$ cat src/rtl/alarm_ctrl_if.sv
// Signal bundle between the alarm controller and its surroundings: BCD time in,
// user controls in, alarm time and status flags out.
interface alarm_ctrl_if;
    logic       tick;
    logic [7:0] hh;
    logic [7:0] mm;
    logic [7:0] ss;
    logic       pm;
    logic       arm;
    logic       set_en;
    logic [7:0] set_hh;
    logic [7:0] set_mm;
    logic       set_pm;
    logic       snooze;
    logic       stop;
    logic [7:0] alarm_hh;
    logic [7:0] alarm_mm;
    logic       alarm_pm;
    logic       armed;
    logic       ringing;
    logic       snoozing;
    logic       buzz;
    logic       set_err;

    modport master (
        output tick, hh, mm, ss, pm, arm, set_en, set_hh, set_mm, set_pm, snooze, stop,
        input  alarm_hh, alarm_mm, alarm_pm, armed, ringing, snoozing, buzz, set_err
    );

    modport slave (
        input  tick, hh, mm, ss, pm, arm, set_en, set_hh, set_mm, set_pm, snooze, stop,
        output alarm_hh, alarm_mm, alarm_pm, armed, ringing, snoozing, buzz, set_err
    );
endinterface

$ cat src/rtl/alarm_ctrl.sv
// Alarm controller for the 12-hour clock core: stores the alarm time and runs
// the armed / ringing / snooze sequence driving the buzzer.
//
// state   | meaning
// IDLE    | alarm disabled (arm=0), alarm time may be set
// ARMED   | waiting for the rising edge of a time match
// RINGING | buzzer toggling once per tick until timeout, stop or snooze
// SNOOZE  | counting down snooze ticks before ringing again
module alarm_ctrl #(
    parameter int RING_SECS   = 60,
    parameter int SNOOZE_SECS = 300,
    parameter int CNT_W       = 9
) (
    input  logic         clk,
    input  logic         reset,
    alarm_ctrl_if.slave  bus
);

    typedef enum logic [1:0] {
        IDLE    = 2'd0,
        ARMED   = 2'd1,
        RINGING = 2'd2,
        SNOOZE  = 2'd3
    } state_t;

    localparam logic [CNT_W-1:0] RING_LAST   = CNT_W'(RING_SECS - 1);
    localparam logic [CNT_W-1:0] SNOOZE_LOAD = CNT_W'(SNOOZE_SECS);
    localparam logic [CNT_W-1:0] CNT_ONE     = CNT_W'(1);

    state_t           state_q, state_nxt;
    logic [CNT_W-1:0] cnt_q, cnt_nxt;
    logic             buzz_q, buzz_nxt;
    logic             match, match_q, trigger;
    logic             set_ok, set_open;
    logic [7:0]       alarm_hh_q, alarm_mm_q;
    logic             alarm_pm_q;
    logic             armed_q, ringing_q, snoozing_q, set_err_q;

    function automatic logic hh_valid(input logic [7:0] v);
        return ((v[7:4] == 4'd0) && (v[3:0] >= 4'd1) && (v[3:0] <= 4'd9)) ||
               ((v[7:4] == 4'd1) && (v[3:0] <= 4'd2));
    endfunction

    function automatic logic mm_valid(input logic [7:0] v);
        return (v[7:4] <= 4'd5) && (v[3:0] <= 4'd9);
    endfunction

    assign match   = (bus.hh == alarm_hh_q) && (bus.mm == alarm_mm_q) &&
                     (bus.pm == alarm_pm_q) && (bus.ss == 8'h00);
    assign trigger = match & ~match_q;

    assign set_open = (state_q == IDLE) || (state_q == ARMED);
    assign set_ok   = hh_valid(bus.set_hh) && mm_valid(bus.set_mm);

    always_comb begin
        state_nxt = state_q;
        cnt_nxt   = cnt_q;
        buzz_nxt  = buzz_q;
        if (!bus.arm) begin
            state_nxt = IDLE;
            cnt_nxt   = '0;
            buzz_nxt  = 1'b0;
        end else begin
            case (state_q)
                IDLE: begin
                    state_nxt = ARMED;
                end
                ARMED: begin
                    if (trigger) begin
                        state_nxt = RINGING;
                        cnt_nxt   = '0;
                        buzz_nxt  = 1'b1;
                    end
                end
                RINGING: begin
                    if (bus.stop) begin
                        state_nxt = ARMED;
                        cnt_nxt   = '0;
                        buzz_nxt  = 1'b0;
                    end else if (bus.snooze) begin
                        state_nxt = SNOOZE;
                        cnt_nxt   = SNOOZE_LOAD;
                        buzz_nxt  = 1'b0;
                    end else if (bus.tick) begin
                        // The ring lasts exactly RING_SECS ticks from the trigger.
                        if (cnt_q == RING_LAST) begin
                            state_nxt = ARMED;
                            cnt_nxt   = '0;
                            buzz_nxt  = 1'b0;
                        end else begin
                            cnt_nxt  = cnt_q + CNT_ONE;
                            buzz_nxt = ~buzz_q;
                        end
                    end
                end
                SNOOZE: begin
                    if (bus.stop) begin
                        state_nxt = ARMED;
                        cnt_nxt   = '0;
                        buzz_nxt  = 1'b0;
                    end else if (bus.tick) begin
                        if (cnt_q == CNT_ONE) begin
                            state_nxt = RINGING;
                            cnt_nxt   = '0;
                            buzz_nxt  = 1'b1;
                        end else if (cnt_q != '0) begin
                            cnt_nxt = cnt_q - CNT_ONE;
                        end
                    end
                end
                default: begin
                    state_nxt = IDLE;
                    cnt_nxt   = '0;
                    buzz_nxt  = 1'b0;
                end
            endcase
        end
    end

    always_ff @(posedge clk or negedge reset) begin
        if (!reset) begin
            state_q    <= IDLE;
            cnt_q      <= '0;
            buzz_q     <= 1'b0;
            match_q    <= 1'b0;
            armed_q    <= 1'b0;
            ringing_q  <= 1'b0;
            snoozing_q <= 1'b0;
            set_err_q  <= 1'b0;
            alarm_hh_q <= 8'h12;
            alarm_mm_q <= 8'h00;
            alarm_pm_q <= 1'b0;
        end else begin
            state_q    <= state_nxt;
            cnt_q      <= cnt_nxt;
            buzz_q     <= buzz_nxt;
            match_q    <= match;
            // Flags follow the next state so they line up with state_q.
            armed_q    <= (state_nxt != IDLE);
            ringing_q  <= (state_nxt == RINGING);
            snoozing_q <= (state_nxt == SNOOZE);
            set_err_q  <= bus.set_en && set_open && !set_ok;
            if (bus.set_en && set_open && set_ok) begin
                alarm_hh_q <= bus.set_hh;
                alarm_mm_q <= bus.set_mm;
                alarm_pm_q <= bus.set_pm;
            end
        end
    end

    assign bus.alarm_hh = alarm_hh_q;
    assign bus.alarm_mm = alarm_mm_q;
    assign bus.alarm_pm = alarm_pm_q;
    assign bus.armed    = armed_q;
    assign bus.ringing  = ringing_q;
    assign bus.snoozing = snoozing_q;
    assign bus.buzz     = buzz_q;
    assign bus.set_err  = set_err_q;

endmodule

$ cat src/flat_wrapper.sv
// flat-port wrapper written by rule: the top's interface ports become plain ports
module alarm_ctrl_flat 
#(
    parameter int RING_SECS   = 60,
    parameter int SNOOZE_SECS = 300,
    parameter int CNT_W       = 9
)
  (clk, reset, bus_tick, bus_hh, bus_mm, bus_ss, bus_pm, bus_arm, bus_set_en, bus_set_hh, bus_set_mm, bus_set_pm, bus_snooze, bus_stop, bus_alarm_hh, bus_alarm_mm, bus_alarm_pm, bus_armed, bus_ringing, bus_snoozing, bus_buzz, bus_set_err);
  alarm_ctrl_if bus_i ();
  input  logic clk;
  input  logic reset;
  input wire logic [$bits(bus_i.tick)-1:0] bus_tick;
  input wire logic [$bits(bus_i.hh)-1:0] bus_hh;
  input wire logic [$bits(bus_i.mm)-1:0] bus_mm;
  input wire logic [$bits(bus_i.ss)-1:0] bus_ss;
  input wire logic [$bits(bus_i.pm)-1:0] bus_pm;
  input wire logic [$bits(bus_i.arm)-1:0] bus_arm;
  input wire logic [$bits(bus_i.set_en)-1:0] bus_set_en;
  input wire logic [$bits(bus_i.set_hh)-1:0] bus_set_hh;
  input wire logic [$bits(bus_i.set_mm)-1:0] bus_set_mm;
  input wire logic [$bits(bus_i.set_pm)-1:0] bus_set_pm;
  input wire logic [$bits(bus_i.snooze)-1:0] bus_snooze;
  input wire logic [$bits(bus_i.stop)-1:0] bus_stop;
  output wire logic [$bits(bus_i.alarm_hh)-1:0] bus_alarm_hh;
  output wire logic [$bits(bus_i.alarm_mm)-1:0] bus_alarm_mm;
  output wire logic [$bits(bus_i.alarm_pm)-1:0] bus_alarm_pm;
  output wire logic [$bits(bus_i.armed)-1:0] bus_armed;
  output wire logic [$bits(bus_i.ringing)-1:0] bus_ringing;
  output wire logic [$bits(bus_i.snoozing)-1:0] bus_snoozing;
  output wire logic [$bits(bus_i.buzz)-1:0] bus_buzz;
  output wire logic [$bits(bus_i.set_err)-1:0] bus_set_err;
  assign bus_i.tick = bus_tick;
  assign bus_i.hh = bus_hh;
  assign bus_i.mm = bus_mm;
  assign bus_i.ss = bus_ss;
  assign bus_i.pm = bus_pm;
  assign bus_i.arm = bus_arm;
  assign bus_i.set_en = bus_set_en;
  assign bus_i.set_hh = bus_set_hh;
  assign bus_i.set_mm = bus_set_mm;
  assign bus_i.set_pm = bus_set_pm;
  assign bus_i.snooze = bus_snooze;
  assign bus_i.stop = bus_stop;
  assign bus_alarm_hh = bus_i.alarm_hh;
  assign bus_alarm_mm = bus_i.alarm_mm;
  assign bus_alarm_pm = bus_i.alarm_pm;
  assign bus_armed = bus_i.armed;
  assign bus_ringing = bus_i.ringing;
  assign bus_snoozing = bus_i.snoozing;
  assign bus_buzz = bus_i.buzz;
  assign bus_set_err = bus_i.set_err;
  alarm_ctrl #(.RING_SECS(RING_SECS), .SNOOZE_SECS(SNOOZE_SECS), .CNT_W(CNT_W)) u_core (.clk(clk), .reset(reset), .bus(bus_i));
endmodule
$ cat config.mk
export PLATFORM = sky130hd
export DESIGN_NAME = alarm_ctrl_flat
export DESIGN_NICKNAME = d
export VERILOG_FILES = /design/src/rtl/alarm_ctrl_if.sv /design/src/rtl/alarm_ctrl.sv /design/src/flat_wrapper.sv
export SDC_FILE = /design/constraint.sdc
export NUM_CORES = 1
export LEC_CHECK = 0
export ABC_AREA = 0
export BUFFER_PORTS_ARGS = -buffer_cell sky130_fd_sc_hd__buf_2
export CORE_MARGIN = 3
export CORE_UTILIZATION = 40
export CTS_CLUSTER_SIZE = 24
export DETAILED_ROUTE_END_ITERATION = 6
export SETUP_SLACK_MARGIN = 0.3
export SYNTH_ARGS = -nofsm -noshare
export SYNTH_HDL_FRONTEND = slang
export SYNTH_SLANG_ARGS = --single-unit
$ cat constraint.sdc
create_clock -name clk -period 6.8 [get_ports clk]
set_clock_uncertainty 0.05 [all_clocks]
set_input_delay 0.68 -clock clk [delete_from_list [all_inputs] [get_ports clk]]
set_output_delay 0.68 -clock clk [all_outputs]
set_load 0.01 [all_outputs]
* After elaboration in Yosys (flattened, before gate mapping)
Cells that the tools add are included.
** Word-level totals
- Output and inout bits :: 22
- Bits in registers :: 34
- Logic and storage cells :: 90
- Input bits :: 49
** Operators by class
- Bitwise gates (word level) :: 3
- Magnitude comparators :: 5
- Equality and inequality tests :: 17
- Add/subtract/negate cells :: 2
- Muxes and demuxes :: 31
- Reductions and logical operators :: 21
** Operators with widths (number)
- two-way mux 9 bit :: 10
- one-hot mux 9 bit (3 select lines) :: 1
- two-way mux 2 bit :: 9
- equality test 8 bit :: 2
- logical AND 1 bit :: 11
- AND reduction 5 bit :: 2
- adder 9 x 1 -> 9 bit, second input constant :: 1
- equality test 9 x 1 -> 1 bit, second input constant :: 1
- equality test 9 x 6 -> 1 bit, second input constant :: 1
- two-way mux 1 bit :: 9
- nonzero test 9 bit :: 1
- subtractor 9 x 1 -> 9 bit, second input constant :: 1
- equality test 2 bit, second input constant :: 4
- <= comparator 4 bit, second input constant :: 2
- logical NOT 8 bit :: 1
- one-hot mux 2 bit (4 select lines) :: 1
- inequality test 5 x 3 -> 1 bit, second input constant :: 1
- inequality test 5 bit, second input constant :: 1
- equality test 4 x 1 -> 1 bit, second input constant :: 1
- greater-or-equal comparator 4 x 1 -> 1 bit, second input constant :: 1
- <= comparator 4 x 2 -> 1 bit, second input constant :: 1
- <= comparator 4 x 3 -> 1 bit, second input constant :: 1
- logical NOT 4 bit :: 1
- inequality test 4 x 1 -> 1 bit, second input constant :: 1
- other kinds (12) :: 14

* Longest topological paths before layout
- Word-level depth :: 9
- Mapped depth :: 9
- Gate-level depth less buffers :: 8

* Worst setup path after synthesis
Ideal clock, no wire load.
- Path type :: input-to-reg
- Start :: input bus_set_hh[5]
- End :: register u_core.alarm_hh_q[0] (netlist: u_core.bus.alarm_hh[0])
- Library setup time :: 125 ps
- Setup slack :: 4400 ps
- Path buffers :: 1
- Arrival :: 2226 ps
- Required time :: 6625 ps
- Stages :: 7
- Cells stage by stage :: nor4_1 -> nand2_1 -> a21oi_1 -> nand3_1 -> nor2_1 -> buf_2 -> mux2_2
** On the way
- Cells in the longest elaborated chain, start to end :: 6
- Elaborated cells between the ends (all ways) :: 8
- Classes of those cells :: 1 x eq/ne; 7 x reduce/logical
** RTL lines
- start: declaration :: RTL line flat_wrapper.sv:19 : input wire logic [$bits(bus_i.set_hh)-1:0] bus_set_hh;
- logical NOT 4 bit :: RTL line alarm_ctrl.sv:40 : return ((v[7:4] == 4'd0) && (v[3:0] >= 4'd1) && (v[3:0] <= 4'd9)) ||
- logical AND 1 bit (2 in series) :: RTL line alarm_ctrl.sv:40
- logical OR 1 bit (*) :: RTL line alarm_ctrl.sv:40
- logical AND 1 bit (*) :: RTL line alarm_ctrl.sv:53 : assign set_ok = hh_valid(bus.set_hh) && mm_valid(bus.set_mm);
- logical AND 1 bit (*) :: RTL line alarm_ctrl.sv:143 : if (bus.set_en && set_open && set_ok) begin
- end signal: assignment :: RTL line alarm_ctrl.sv:144 : alarm_hh_q <= bus.set_hh;
- end: declaration :: RTL line alarm_ctrl.sv:35 : logic [7:0] alarm_hh_q, alarm_mm_q;
Mark *: on every way between the ends. The rest lies on a longest branch, timed or not.
A chain may end at the register's enable or synchronous reset.

* Worst setup path in the final report
- Start :: register u_core.state_q[1]
- End :: register u_core.alarm_mm_q[3] (netlist: u_core.bus.alarm_mm[3])
** On the way
- Cells in the longest elaborated chain, start to end :: 4
- Elaborated cells between the ends (all ways) :: 5
- Classes of those cells :: 1 x eq/ne; 4 x reduce/logical
** RTL lines
- start: declaration :: RTL line alarm_ctrl.sv:30 : state_t state_q, state_nxt;
- start signal: assignment :: RTL line alarm_ctrl.sv:134 : state_q <= state_nxt;
- equality test 2 x 1 -> 1 bit / logical NOT 2 bit (equally long branches) :: RTL line alarm_ctrl.sv:52 : assign set_open = (state_q == IDLE) || (state_q == ARMED);
- logical OR 1 bit (*) :: RTL line alarm_ctrl.sv:52
- logical AND 1 bit (*) (2 in series) :: RTL line alarm_ctrl.sv:143
- end signal: assignment :: RTL line alarm_ctrl.sv:145 : alarm_mm_q <= bus.set_mm;
- end: declaration :: RTL line alarm_ctrl.sv:35
Marked as above.

==> results_dict.tcl <==
set metrics [dict create \
    clockBufferDepth 2 \
    finalCritPeriodShare 0.357 \
    antenna_found_initial 0 \
    path_buf_inv 2 \
    crit_family "flip-flops" \
    final_layout_size_suffix_gt1_frac 0.339 \
    max_freq_ghz 0.412 \
    synth_edf_count 0 \
    first_pass_iters 4 \
    path_class "register to register" \
    cts.clk_slew.worst_paths_ps 80 \
    fin_nets 367 \
    grt_start_max_net_pins 35 \
    wl_per_cell_um 15.5 \
    postCtsSetupBuffers 0 \
    synthesis.nets 300 \
    critPathCaptureType "register" \
    tns_ps 0 \
    drv_cap 0 \
    ctsHoldBuffers 0 \
    drt-vias-per-instance 5.47 \
    area_growth_pct 23.0 \
    dp_slack_ps 4080 \
    peakVddDrop_v 0.0000817 \
    cts.sinks 34 \
    cts_resized 0 \
    max_stage_delay_ps 460 \
    syn_area_um2 2320 \
    rsz0062_at_grt "false" \
    synth_seq_cells 34 \
    drtIter0Drc 119 \
    cp_slowest_cell "dfrtp_1" \
    cts_tree "yes" \
    final_cell_mix "70 x buf_2, 32 x dfrtp_1, 21 x xnor2_1, 15 x o21ai_0, 14 x nand2_1" \
    first_global_vias 2038 \
    worstMarginPinSlew_ps 772 \
    yosysSeqAreaShare 0.368 \
    antenna_cells 0 \
    cts-root-buf "clkbuf_8" \
    wl_mm 5.91 \
    period_needed_ps 2430 \
    p_clk_frac 0.443 \
    fp.dieW_um 82.1 \
    dr_total_vias 2091 \
    setup_viol 0 \
    drc 0 \
    power_switching_mw 0.125 \
    setup_ws_ps 4370 \
    die_h_um 82.1 \
    grt_overflow_total 0 \
    ys_warn_count 0 \
    rows 27 \
    p_leak_nw 1.31 \
    avgSynthCellArea_um2 9.58 \
    crit_chain "inv_1 -> ha_1 -> o21ai_0 -> nor2_1 -> buf_4 -> mux2_2" \
    cellPowerDensity_nw_per_um2 181 \
    core-area_um2 5570 \
    syn_inst 242 \
    dieArea_um2 6750 \
    gp_congestion 0.860 \
    worstSetupStartpointType "register" \
    critPathMaxFanout 11 \
    combPwrFrac 0.134 \
    netSwitchingFraction 0.242 \
    post-dp-hpwl_mm 4.56 \
    slew_headroom 0.486 \
    antenna_left 0 \
    grt_pass1_wl_mm 9.61 \
    synth_flop_cell "dfrtp_1" \
    clkLatencyLatePin_ps 300 \
    synth_cell_type_count 52 \
    cp_data_required_time_ps 6930 \
    port_buffers 70 \
    outcome "completed" \
    synthArstFlopShare 1.00 \
    worst-endpoint-arrival_ps 2560 \
    seqPwrFrac 0.423 \
    drv_slew 0 \
    grtUsageTotal 0.185 \
    h-tree-depth 2 \
    mostFrequentLayoutCell "buf_2" \
    min_path_type "input pin to async pin" \
    io_pins 71 \
    fin_util 0.512 \
    initial_core_util 0.416 \
    hold_viol_final 0 \
    cts_buffers 5 \
    p_int_mw 0.392 \
]
## kinds of logic (layout without fill, tap and decap cells)
logic type               after synthesis  in the layout  synth area share
AO/OA/AOI/OAI                         63             63             0.198
buffers and inverters                 21             89            0.0389
flip-flops                            34             34             0.368
AND/OR/NAND/NOR                       81             81             0.205
XOR/XNOR                              21             21            0.0793
multiplexers                          13             13            0.0631
adder cells (fa/ha/maj)                9              9            0.0486
## layer usage
metal | global-route usage | vias to the layer above | wire (µm) | part of all wire
li1 | - | 1029 | - | -
met1 | 0.229 | 1006 | 2580 | 0.44
met2 | 0.321 | 50 | 2930 | 0.49
met3 | 0.0445 | 6 | 350 | 0.059
met4 | 0.0482 | 0 | 58 | 0.0098
met5 | 0 | - | 0 | 0
## sequential cells by signal, summed over array words and instances, names as in the netlist, 2 cells and up
register	count
u_core.cnt_q	9
u_core.bus.alarm_hh	8
u_core.bus.alarm_mm	8
u_core.state_q	2
## power by group through the flow
stage	clock, mW	sequential (mW)	combinational [mW]
global placement	0	0.223	0.0688
CTS	0.233	0.219	0.0705
global route	0.245	0.220	0.0768
floorplan	0	0.226	0.0313
detailed placement	0	0.223	0.0701
finish	0.229	0.219	0.0693
## layout make-up
type	instances	area, µm²
Fill cell	547	2720
Multi-Input combinational cell	187	1380
Sequential cell	34	853
Timing Repair Buffer	71	358
Tap cell	72	90.1
Clock buffer	5	68.8
Clock inverter	3	68.8
Inverter	10	37.5
## through the flow
| stage | instance area, µm² | hold slack (ps) | total power, mW | cells |
|---|---|---|---|---|
| floorplan | 2320 | 334 | 0.257 | 242 |
| global placement | 2710 | 472 | 0.292 | 374 |
| detailed placement | 2710 | 491 | 0.293 | 374 |
| CTS | 2850 | 434 | 0.522 | 382 |
| global route | 2850 | 457 | 0.542 | 382 |
| finish | 2850 | 403 | 0.517 | 382 |
## worst paths after layout
check	startpoint	end	slack (ps)	cells past startpoint
setup / recovery	u_core.state_q[1]$_DFF_PN0_	u_core.bus.alarm_mm[3]$_DFFE_PN0P_	4370	6
hold / removal	reset	u_core.cnt_q[0]$_DFFE_PN0P_	400	1
setup reg to reg	u_core.state_q[1]$_DFF_PN0_	u_core.bus.alarm_mm[3]$_DFFE_PN0P_	4370	6
hold reg to reg	u_core.bus.alarm_mm[7]$_DFFE_PN0P_	u_core.bus.alarm_mm[7]$_DFFE_PN0P_	500	1
max in group asynchronous	reset	u_core.bus.alarm_hh[0]$_DFFE_PN0P_	5800	1
min in group clk	u_core.bus.alarm_mm[7]$_DFFE_PN0P_	u_core.bus.alarm_mm[7]$_DFFE_PN0P_	500	1
## cell usage after synthesis, drive strengths merged (3+ instances only)
cell type | number | area share
dfrtp | 32 | 0.35
xnor2 | 21 | 0.079
o21ai | 16 | 0.039
nand2 | 14 | 0.023
mux2 | 13 | 0.063
a21oi | 11 | 0.024
inv | 10 | 0.016
nand3 | 10 | 0.022
nor2 | 10 | 0.016
ha | 9 | 0.049
a22o | 8 | 0.030
nand4 | 8 | 0.022
nor2b | 7 | 0.019
a31oi | 6 | 0.016
clkbuf | 6 | 0.0097
nor4 | 6 | 0.028
buf | 5 | 0.013
nor3 | 5 | 0.011
nand2b | 4 | 0.011
a311o | 3 | 0.013
and3 | 3 | 0.0081
or3 | 3 | 0.0081
## worst register-to-register path, stage by stage, from the launching register on
cell	delay (ps)
dfrtp_1	460
inv_1	130
ha_1	360
o21ai_0	220
nor2_1	450
buf_4	290
mux2_2	360
Power figures use the tool's default switching activity.
